File: config.mk
export PLATFORM = sky130hd
export DESIGN_NAME = pc_gen
export DESIGN_NICKNAME = d
export VERILOG_FILES = /design/src/rtl/pc_gen_pkg.sv /design/src/rtl/pc_hist_shift.sv /design/src/rtl/pc_gen.sv
export SDC_FILE = /design/constraint.sdc
export NUM_CORES = 1
export LEC_CHECK = 0
export BUFFER_PORTS_ARGS = -buffer_cell sky130_fd_sc_hd__buf_2
export CORE_ASPECT_RATIO = 2
export CORE_MARGIN = 4
export CORE_UTILIZATION = 40
export CTS_CLUSTER_SIZE = 10
export DETAILED_ROUTE_END_ITERATION = 6
export GPL_ROUTABILITY_DRIVEN = 0
export PLACE_DENSITY = 0.66
export SETUP_SLACK_MARGIN = 0.1
export SYNTH_ARGS = -nofsm -noshare
export SYNTH_HDL_FRONTEND = slang
export SYNTH_HIERARCHICAL = 1
export SYNTH_SLANG_ARGS = --single-unit
File: constraint.sdc
create_clock -name clk -period 2.6 [get_ports clk]
set_input_delay 0.26 -clock clk [delete_from_list [all_inputs] [get_ports clk]]
set_output_delay 0.26 -clock clk [all_outputs]
set_load 0.005 [all_outputs]
File: src/rtl/pc_gen_pkg.sv
// pc_gen_pkg: FSM states, PC step and next-PC source encoding shared by pc_gen (rev 1.0).
`default_nettype none

package pc_gen_pkg;

  typedef enum logic [1:0] {
    BOOT = 2'd0,
    RUN  = 2'd1,
    HOLD = 2'd2
  } state_t;

  localparam int PC_STEP = 4;

  typedef enum logic [1:0] {
    SEL_HOLD  = 2'd0,
    SEL_INC   = 2'd1,
    SEL_REDIR = 2'd2,
    SEL_TRAP  = 2'd3
  } pc_sel_t;

  // Fixed priority: trap > redirect > stall > increment.
  function automatic pc_sel_t pc_sel(input logic trap, input logic redirect, input logic stall);
    if (trap)          return SEL_TRAP;
    else if (redirect) return SEL_REDIR;
    else if (stall)    return SEL_HOLD;
    else               return SEL_INC;
  endfunction

endpackage

`default_nettype wire

File: src/rtl/pc_hist_shift.sv
// pc_hist_shift: DEPTH-stage delay line of issued PCs with a valid bit per entry (rev 1.0).
`default_nettype none

module pc_hist_shift #(
  parameter int XLEN  = 32,
  parameter int DEPTH = 2
) (
  input  logic                    clk,
  input  logic                    rst,
  input  logic                    shift_en_i,
  input  logic [XLEN-1:0]         pc_i,
  input  logic                    valid_i,
  output logic [DEPTH*XLEN-1:0]   hist_pc_o,
  output logic [DEPTH-1:0]        hist_valid_o
);

  logic [DEPTH-1:0][XLEN-1:0] pc_q;
  logic [DEPTH-1:0]           valid_q;

  always_ff @(posedge clk) begin
    if (!rst) begin
      pc_q    <= '0;
      valid_q <= '0;
    end else if (shift_en_i) begin
      pc_q[0]    <= pc_i;
      valid_q[0] <= valid_i;
      for (int k = 1; k < DEPTH; k++) begin
        pc_q[k]    <= pc_q[k-1];
        valid_q[k] <= valid_q[k-1];
      end
    end
  end

  assign hist_pc_o    = pc_q;
  assign hist_valid_o = valid_q;

endmodule

`default_nettype wire

File: src/rtl/pc_gen.sv
// pc_gen: fetch PC generator with trap/redirect priority, stall hold and PC history (rev 1.0).
// Optional target alignment check enabled by defining PC_GEN_MISALIGN_CHECK_EN.
`default_nettype none

module pc_gen
  import pc_gen_pkg::*;
#(
  parameter int              XLEN       = 32,
  parameter logic [XLEN-1:0] RESET_VEC  = '0,
  parameter int              HIST_DEPTH = 2
) (
  input  logic                       clk,
  input  logic                       rst,
  input  logic                       stall,
  input  logic                       redirect,
  input  logic [XLEN-1:0]            redirect_addr,
  input  logic                       trap,
  input  logic [XLEN-1:0]            trap_vec,
  output logic [XLEN-1:0]            pc_out,
  output logic                       pc_valid,
  output logic [HIST_DEPTH*XLEN-1:0] hist_pc,
  output logic [HIST_DEPTH-1:0]      hist_valid,
  output logic                       misalign_err
);

  state_t          state_q, state_d;
  logic [XLEN-1:0] pc_q, pc_d;
  logic            pc_valid_q, pc_valid_d;
  pc_sel_t         w_sel;
  logic            w_shift_en;
  logic            w_squash;
  logic [XLEN-1:0] w_raw_tgt;
  logic [XLEN-1:0] w_tgt;

  assign w_raw_tgt = trap ? trap_vec : redirect_addr;

`ifdef PC_GEN_MISALIGN_CHECK_EN
  logic misalign_q, misalign_d;

  assign w_tgt      = {w_raw_tgt[XLEN-1:2], 2'b00};
  assign misalign_d = w_squash & (|w_raw_tgt[1:0]);

  always_ff @(posedge clk) begin
    if (!rst) misalign_q <= 1'b0;
    else      misalign_q <= misalign_d;
  end

  assign misalign_err = misalign_q;
`else
  assign w_tgt        = w_raw_tgt;
  assign misalign_err = 1'b0;
`endif

  always_comb begin
    state_d    = state_q;
    pc_d       = pc_q;
    w_sel      = SEL_HOLD;
    w_shift_en = 1'b0;
    w_squash   = 1'b0;
    case (state_q)
      // Boot cycle re-presents RESET_VEC as the first valid fetch; inputs are ignored.
      BOOT: state_d = RUN;
      RUN, HOLD: begin
        w_sel = pc_sel(trap, redirect, stall);
        case (w_sel)
          SEL_TRAP, SEL_REDIR: begin
            pc_d       = w_tgt;
            state_d    = RUN;
            w_shift_en = 1'b1;
            w_squash   = 1'b1;
          end
          SEL_HOLD: state_d = HOLD;
          default: begin
            pc_d       = pc_q + XLEN'(PC_STEP);
            state_d    = RUN;
            w_shift_en = 1'b1;
          end
        endcase
      end
      default: state_d = BOOT;
    endcase
    pc_valid_d = (state_d != BOOT);
  end

  always_ff @(posedge clk) begin
    if (!rst) begin
      state_q    <= BOOT;
      pc_q       <= RESET_VEC;
      pc_valid_q <= 1'b0;
    end else begin
      state_q    <= state_d;
      pc_q       <= pc_d;
      pc_valid_q <= pc_valid_d;
    end
  end

  // Wrong-path fetch behind a redirect/trap enters history marked invalid.
  pc_hist_shift #(
    .XLEN  (XLEN),
    .DEPTH (HIST_DEPTH)
  ) u_hist (
    .clk          (clk),
    .rst          (rst),
    .shift_en_i   (w_shift_en),
    .pc_i         (pc_q),
    .valid_i      (pc_valid_q & ~w_squash),
    .hist_pc_o    (hist_pc),
    .hist_valid_o (hist_valid)
  );

  assign pc_out   = pc_q;
  assign pc_valid = pc_valid_q;

endmodule

`default_nettype wire
# After elaboration in Yosys (flattened, before gate mapping)

Cells that the tools add are included.
W data, S select, Z words.

Add/sub/neg operators: 1
Eq/ne operators: 4
Mux-type cells: 12
Bitwise logic cells: 3
Reductions and logical operators: 6

Operator list:

| kind                    | count |
|---|---|
| $pmux W32 S2            | 1 |
| $add A32 B3 Y32 const B | 1 |
| $mux W32                | 1 |
| $mux W2                 | 4 |
| $eq A2 B2 Y1 const B    | 3 |
| $mux W1                 | 5 |
| $logic_not A2 Y1        | 2 |
| $pmux W2 S2             | 1 |
| $reduce_or A2 Y1        | 2 |
| $eq A2 B1 Y1 const B    | 1 |
| $not A1 Y1              | 2 |
| $reduce_and A2 Y1       | 1 |
| $reduce_bool A2 Y1      | 1 |
| $and A1 B1 Y1           | 1 |

Flip-flop bits (word level): 101
Output and inout bits: 100

# Logic depth before layout (Yosys ltp)

Gate-level depths: netlist of the first run.

Word-level depth: 10
Depth in mapped cells: 10
Gate-level depth less buffers: 7

# Modules after synthesis

Netlist of the first run, hierarchy kept.

Modules (own cells, without submodules):

| module        | times used | cells an instance | area an instance (µm²) | seq. area each (µm²) |
|---|---|---|---|---|
| pc_hist_shift | 1          | 213               | 2544.9                 | 1321.3 |
| pc_gen        | 1          | 327               | 2427.3                 | 700.7 |

# Worst setup path before layout of the first run

No wires, ideal clock.

Path kind: register to register
From: register pc_q[2] (netlist: pc_out[2])
To: register pc_q[28] (netlist: pc_out[28])
Library setup time: 79 ps
Arrival time: 2018 ps
Required time: 2521 ps
Path slack: 503 ps
Cell stages (with the launch flop): 7
Period minus slack after synthesis: 2097 ps
Cells stage by stage: dfxtp_1 -> ha_1 -> nand2_2 -> nor4_4 -> nand3_4 -> or4_1 -> o211ai_1

Cells in the longest elaborated chain, start to end: 2

Ends and longest elaborated chain:

| what                     | line         | RTL |
|---|---|---|
| start: declaration       | pc_gen.sv:27 | `logic [XLEN-1:0] pc_q, pc_d;` |
| start signal: assignment | pc_gen.sv:92 | `pc_q <= pc_d;` |
| $add A32 B3 Y32          | pc_gen.sv:74 | `pc_d = pc_q + XLEN'(PC_STEP);` |
| $pmux W32 S2             | pc_gen.sv:65 | `case (w_sel)` |

No other way between the ends.
A chain may end at the register's enable or synchronous reset.

# Final worst setup path of the first run

Same ends and word-level chain as after synthesis.

==> results.md, run 1 <==
- Die area: 0.01439 mm²
- YS warnings: 6
- Ys flop type: dfxtp_1
- Final setup TNS: 0 ps
- Fraction of the yosys area taken by sequential cells: 0.4066
- Final slew viol count: 0
- Post-DR vias/cell: 5.569
- Setup bufs post-CTS: 0
- Pwr Density: 595.9 mW/mm²
- Largest family of logic cells by synthesized area: simple AND/OR/NAND/NOR gates
- # DRC: 0
- Detailed Route WL: 15470 µm
- MaxCap Viol Count: 0
- # IOs: 169
- R2r startpoint: pc_out[2]$_SDFFE_PN0P_
- GRT overflow: 0
- RSZ-0062 raised after global routing: false
- Antenna-violating nets left: 0
- CP Launch Type: register
- FF-to-FF setup slack: approximately 410 ps
- Setup CP Type: register to register
- Final instance area: 0.006201 mm²
- Total track usage: 0.2145
- Complex-gate fraction of the synthesized area: 0.1643
- Total iterations of the first detailed-routing run: 5
- Cell Area, Synth: around 0.0050 mm²
- Relative slew slack: 0.4917
- Synth area leaders: dfxtp_1, mux2i_1, nor2b_1
- Hold endpoint: pc_out[6]$_SDFFE_PN0P_
- CTS max path bufs: 2
- Flops & latches, synth: 101
- Crit end category: register
- Fmax achieved: 456.4 MHz
- Worst Hold Class: input pin to register
- CTS tree: done
- Crit-path max FO: 8
- Worst-case reg-to-reg path depth: 6
- Number of global-route vias before repair: between 4000 and 5000
- Core area: 0.01220 mm²
- Post-CTS resize count: 0
- CTS H-Tree Depth: 3
- Clock slew at reported path FFs: approximately 70 ps
- Leakage power: around 0.0027 µW
- Final Skew: 9.568 ps
- Layout cells sized above 1: 0.3004
- Port Buffers: 167
- WL/cell: 18.29 µm
- Hold Vio Cnt, Final: 0
- Initial antenna violation count: 0
- Hold Startpoint: redirect_addr[6]
- Post-Syn Instances: between 500 and 600
- Clk root buf: clkbuf_16
- Post-synth EDFFs: 0
- Arrival time of the worst setup path: 2460 ps
- Vias post-DR: 4711
- Fin crit period: 2191 ps
- Core Util, Final: 0.5085
- Initial Util: 0.4077
- Fin crit share: 0.8426
- Std-Cell Rows: between 50 and 60
- Die height: around 170 µm
- Worst EP required: 2870 ps
- Synth Net Count: 613
- Largest area contributor in the netlist: dfxtp_1
- Worst-margin pin slew: between 700 and 800 ps
- Die Wd: about 87 µm
- Largest net degree at the start of global routing: 40
- HPWL Detailed: 11700 µm
- Worst vdd ir: 0.0004304 V
- Hold path depth: 3
- Clock sink count: 101
- Hold_ws: around 170 ps
- XOR/XNOR share of the synthesized area: 0
- Cell Area, Placed: 0.005882 mm²
- Clk Latency, worst-skew pair: ~360 ps
- Synthesized-area fraction occupied by adder cells: 0.01007
- # setup viols final: 0
- Ys async rst share: 0
- RR Endpoint: pc_out[28]$_SDFFE_PN0P_
- Area Growth Syn to Fin: 24.71%
- Final cell count without fillers: 846
- Outcome: finished, final reports clean
- Dpl cells: 830
- Synth Area in Simple Gates: 0.2174
- Count of unique library cells instantiated by Yosys: 61
- Hold_buf cts: 0
- Final layout net count: between 700 and 800
- Inserted Clock Buffers: 9
- Area share of the largest cell type after synthesis: 0.4066
- Mapped Avg Cell Area: slightly above 9 µm²
- Ant diodes: 0
- # fillers: 1162
- Mux contribution to synthesized area: 0.1409
- DR iter-0 viols: 339
- First-pass GRT wire length: approximately 25000 µm
## area by class of cell
type                            count  area, µm²  share of cell area
Inverter                           12      47.55            0.007667
Timing Repair Buffer              184      975.9              0.1574
Multi-Input combinational cell    386       2653              0.4278
Clock buffer                       11      252.7             0.04076
Clock inverter                      5      66.31             0.01069
Sequential cell                   101       2022              0.3261
Tap cell                          147      183.9             0.02966
## worst max-delay path by stage
stage | depth (start not counted) | slack [ps] | end | startpoint
finish | 6 | 410 | pc_out[28]$_SDFFE_PN0P_ | pc_out[2]$_SDFFE_PN0P_
global route | 6 | 260 | pc_out[28]$_SDFFE_PN0P_ | pc_out[2]$_SDFFE_PN0P_
global placement | 6 | 550 | pc_out[28]$_SDFFE_PN0P_ | pc_out[2]$_SDFFE_PN0P_
detailed placement | 6 | 420 | pc_out[28]$_SDFFE_PN0P_ | pc_out[2]$_SDFFE_PN0P_
floorplan | 6 | 500 | pc_out[28]$_SDFFE_PN0P_ | pc_out[2]$_SDFFE_PN0P_
CTS | 6 | 410 | pc_out[28]$_SDFFE_PN0P_ | pc_out[2]$_SDFFE_PN0P_
## power breakdown
group | internal (µW) | leakage (µW) | total (µW) | switching (µW)
combinational | 261 | 0.00173 | 561 | 301
sequential | 1610 | 0.000820 | 1710 | 98.6
clock | 811 | 0.000154 | 1420 | 611
total | 2690 | 0.00270 | 3700 | 1010
## synth_stat cells, drive strengths merged, types with 2 or more instances
| master | count |
|---|---|
| a211oi | 5 |
| a21o | 2 |
| a21oi | 22 |
| a221o | 2 |
| a221oi | 6 |
| a22o | 7 |
| a22oi | 11 |
| a31oi | 4 |
| a32o | 3 |
| a32oi | 2 |
| a41o | 3 |
| and2 | 2 |
| and3 | 2 |
| buf | 15 |
| clkbuf | 26 |
| dfxtp | 101 |
| ha | 4 |
| inv | 12 |
| mux2i | 70 |
| nand2 | 30 |
| nand2b | 2 |
| nand3 | 18 |
| nand4 | 13 |
| nor2 | 28 |
| nor2b | 68 |
| nor3 | 8 |
| nor3b | 2 |
| nor4 | 8 |
| nor4b | 3 |
| o211ai | 5 |
| o21ai | 29 |
| o22ai | 5 |
| o2bb2ai | 2 |
| o31a | 2 |
| o31ai | 3 |
| or2 | 2 |
| or4 | 2 |
## kinds of logic (layout without fill, tap and decap cells)
kind of cell / count (synthesis) / after routing
and+or+nand+nor: 191 / 191
AOI/OAI and AO/OA: 120 / 120
DFF: 101 / 101
muxes: 70 / 70
buffers and inverters: 53 / 212
adders and majority gates: 4 / 4
other: 1 / 1
## worst max-delay path: stages, from the launching register on
cell      delay, ps
dfxtp_1         450
ha_1            320
nand2_2         140
nor4_4          370
nand3_4         170
or4_1           490
o211ai_1        180
## registers in the layout, indices dropped and copies added, names as in the netlist
name / cells
u_hist/hist_pc_o: 64
state_q: 2
pc_out: 32
u_hist/hist_valid_o: 2
pc_valid: 1
## through the flow
step | setup WS [ps] | power (µW)
3_5_place_dp | 424.5 | 2308
3_3_place_gp | 550.1 | 2292
6_report | 409.1 | 3695
2_1_floorplan | 502.7 | 2103
4_1_cts | 409.2 | 3730
5_1_grt | 257.9 | 3847
## placed cells by master, fill, tap and decap left out, types with 9 or more instances in the layout
cell / n
buf_2: 167
dfxtp_1: 101
mux2i_1: 70
nor2b_1: 68
nand2_1: 29
o21ai_0: 29
nor2_1: 28
a21oi_1: 22
nand3_1: 17
buf_4: 16
nand4_1: 12
inv_1: 11
a22oi_1: 11
clkbuf_16: 9
## layer usage
metal  share of wire  global-route usage  vias up  routed length [µm]
li1                -                   -     2269                   -
met1            0.36              0.2223     2216                5613
met2            0.53              0.3774      184                8264
met3           0.057             0.05169       42                 883
met4           0.046              0.1262        0                 708
met5               0                   0        -                   0
Power figures use the tool's default switching activity.
==> inputs of run 2 (changes only) <==
PLACE_DENSITY = 0.68   (was 0.66)
clock period = 2 ns   (was 2.6 ns; I/O delays follow)
==> run 2 against run 1 <==
Clock skew is 1.6 ps lower. Non-clock buffer count is 36 higher. Sequential share of layout area is 1.6 points lower. Clock-buffer cell count is 2 higher. Total power is 31% higher. Sequential cell count stayed put. Utilization is 3.0 points higher. Cell count is 4.3% higher. First-iteration DRC count is 17% higher. Via count is 3.9% higher. Critical path depth is 2 higher. Fmax is 18% higher. Critical endpoint is now pc_out[18]$_SDFFE_PN0P_. Highest routed layer unchanged.
==> results.md, run 2 (synthesis gave the netlist of run 1 again) <==
- Worst vdd ir: 0.0004911 V (+14%)
- Highest metal used: met4
- Relative slew slack: 0.5289 (+0.03717)
- Worst EP required: 2280 ps (-590 ps)
- Largest net degree at the start of global routing: 39 (-2.5%)
- Sw Share: 0.2653 (-0.008102)
- Die Wd: 86.84 µm (unchanged)
- Final instance area: 0.006561 mm² (+5.8%)
- Hold_buf cts: 0 (unchanged)
- Final layout net count: 803 (+4.7%)
- CP top delay family: simple AND/OR/NAND/NOR gates
- Pint: 3553 µW (+32%)
- # setup viols final: 0 (unchanged)
- Total track usage: 0.2150 (+0.0004711)
- CP Launch Type: register
- Std-Cell Rows: 57 (unchanged)
- Cell Area, Placed: 0.006082 mm² (+3.4%)
- Crit path buf inv count: 2 (+2)
- CTS H-Tree Depth: 3 (unchanged)
- Leakage power: 0.002909 µW (+7.6%)
- Detailed Route WL: 15950 µm (+3.1%)
- Crit-path max FO: 7 (-1)
- # fillers: 1132 (-2.6%)
- Place WS: 125.0 ps (-299.5 ps)
- CTS tree: done
- R2r startpoint: pc_out[2]$_SDFFE_PN0P_
- CTS max path bufs: 2 (unchanged)
- Core area: 0.01220 mm² (unchanged)
- Clock slew at reported path FFs: 70 ps (about the same)
- Total chip power: 4836 µW (+31%)
- Commonest cells after routing, fill and taps aside: buf_2, dfxtp_1, mux2i_1
- Largest register FFs: 64 (unchanged)
- Hold path depth: 3 (unchanged)
- Footprint of the multi-input gates: 0.002710 mm² (+2.2%)
- Fin crit share: 0.9293 (+0.08661)
- Fmax achieved: 538.1 MHz (+18%)
- Final Skew: 7.923 ps (-1.645 ps)
- Commonest non-fill, non-tap cell in the layout: buf_2
- Worst-case reg-to-reg path depth: 8 (+2)
- GRT overflow: 0 (unchanged)
- Met1 Routed Length: 5772 µm (+2.8%)
- Clk pwr share: 0.367 (-0.018)
- Setup CP Type: register to register
- Most Frequent Cell on Critical Path: buf_4
- Inserted Clock Buffers: 9 (unchanged)
- Net Sw Power: 1283 µW (+27%)
- Fin crit period: 1859 ps (-332.4 ps)
- Initial antenna violation count: 0 (unchanged)
- Ant diodes: 0 (unchanged)
- DR iter-0 viols: 398 (+17%)
- Critical-path cell list: ha_4 -> nand2_4 -> nor4_4 -> buf_4 -> buf_4 -> nand4_1 -> a221oi_2 -> a41o_1
- Pwr Density: 737.0 mW/mm² (+24%)
- Dpl cells: 852 (+2.7%)
- Hold Vio Cnt, Final: 0 (unchanged)
- Met3 wire length: 837 µm (-5.2%)
- Initial Util: 0.4077 (unchanged)
- Clk root buf: clkbuf_16
- RSZ-0062 raised after global routing: true
- Post-route setup slack: 141.5 ps (-267.6 ps)
- HPWL Detailed: 11990 µm (+2.4%)
- Layout cells sized above 1: 0.3565 (+0.05603)
- Final cell count without fillers: 882 (+4.3%)
- MaxCap Viol Count: 0 (unchanged)
- Hold endpoint: pc_out[19]$_SDFFE_PN0P_
- Total iterations of the first detailed-routing run: 5 (unchanged)
- RR Endpoint: pc_out[18]$_SDFFE_PN0P_
- Met2 routed WL: 8535 µm (+3.3%)
- Die area: 0.01439 mm² (unchanged)
- Crit-path slowest cell: dfxtp_4
- Crit end category: register
- First-pass GRT wire length: 24840 µm (+0.87%)
- Port Buffers: 167 (unchanged)
- Comb pwr share: 0.178 (+0.026)
- Sequential Area: 0.002037 mm² (+0.74%)
- Area Growth Syn to Fin: 31.96%
- Flop pwr share: 0.455 (-0.008)
- Die height: 165.7 µm (unchanged)
- # IOs: 169 (unchanged)
- Hold Startpoint: trap_vec[19]
- Worst Hold Class: input pin to register
- Final setup TNS: 0 ps (unchanged)
- Clk Latency, worst-skew pair: 340 ps (-20 ps)
- Post-DR vias/cell: 5.548 (-0.38%)
- Vias post-DR: 4893 (+3.9%)
- Clock sink count: 101 (unchanged)
- FF-to-FF setup slack: 140 ps (-270 ps)
- Number of global-route vias before repair: 4860 (-0.80%)
- Antenna-violating nets left: 0 (unchanged)
- Worst-margin pin slew: 705.9 ps (-55.70 ps)
- # DRC: 0 (unchanged)
- Outcome: finished, final reports clean
- WL/cell: 18.08 µm (-1.1%)
- Final slew viol count: 0 (unchanged)
- CP max stage delay: 390 ps (-100 ps)
- Arrival time of the worst setup path: 2140 ps (-320 ps)
[run 2: cell count changes in the layout (fill, tap and decap cells not counted), sizes merged]
cell | before | now
buf | 184 | 219
clkbuf | 11 | 14
clkinv | 1 | 2
clkinvlp | 1 | 0
inv | 14 | 12
[run 2: layer usage]
layer | up-vias | global-route usage
met5 | - | 0
met4 | 0 | 0.1133
met3 | 57 | 0.03231
met2 | 194 | 0.3823
met1 | 2308 | 0.2371
li1 | 2334 | -
[run 2: area by class of cell]
type / instances / share of cell area
Tap cell: 147 / 0.02803
Timing Repair Buffer: 220 / 0.1945
Clock inverter: 3 / 0.006674
Clock buffer: 13 / 0.03966
Inverter: 12 / 0.007628
Multi-Input combinational cell: 386 / 0.4130
Sequential cell: 101 / 0.3104
[run 2: per-stage QoR]
| step | utilization | hold WS, ps |
|---|---|---|
| global route | 0.5380 | 165.9 |
| global placement | 0.4987 | 467.8 |
| detailed placement | 0.4987 | 472.6 |
| floorplan | - | 364.7 |
| CTS | 0.5236 | 118.6 |
| finish | 0.5380 | 134.2 |
[run 2: power by group through the flow]
stage / clock network [µW] / registers [µW] / logic, µW
2_1_floorplan: 0 / 2240 / 497
3_3_place_gp: 0 / 2240 / 807
3_5_place_dp: 0 / 2240 / 821
4_1_cts: 1820 / 2200 / 822
5_1_grt: 1890 / 2210 / 934
6_report: 1780 / 2200 / 861
[run 2: what timing repair did]
item,in CTS,in global routing
gates resized for setup,0,15
buffers inserted,0,13
endpoints found under the setup margin,0,53
[run 2: worst register-to-register path, delay by kind of cell, from the launching register on]
kind | cells | cell delay [ps]
flops | 1 | 390
compound gates | 2 | 400
buf+inv | 2 | 300
simple gates | 3 | 540
fa+ha+maj | 1 | 170
[run 2: worst max path at each step]
stage / from / end / slack, ps / cells after the start
after global routing: pc_out[2]$_SDFFE_PN0P_ / pc_out[28]$_SDFFE_PN0P_ / 30 / 6
after floorplan: pc_out[9]$_SDFFE_PN0P_ / pc_out[28]$_SDFFE_PN0P_ / 90 / 5
after CTS: pc_out[3]$_SDFFE_PN0P_ / pc_out[28]$_SDFFE_PN0P_ / 100 / 6
after global placement: pc_out[3]$_SDFFE_PN0P_ / pc_out[28]$_SDFFE_PN0P_ / 170 / 6
final: pc_out[2]$_SDFFE_PN0P_ / pc_out[18]$_SDFFE_PN0P_ / 140 / 8
after detailed placement: pc_out[3]$_SDFFE_PN0P_ / pc_out[28]$_SDFFE_PN0P_ / 130 / 6
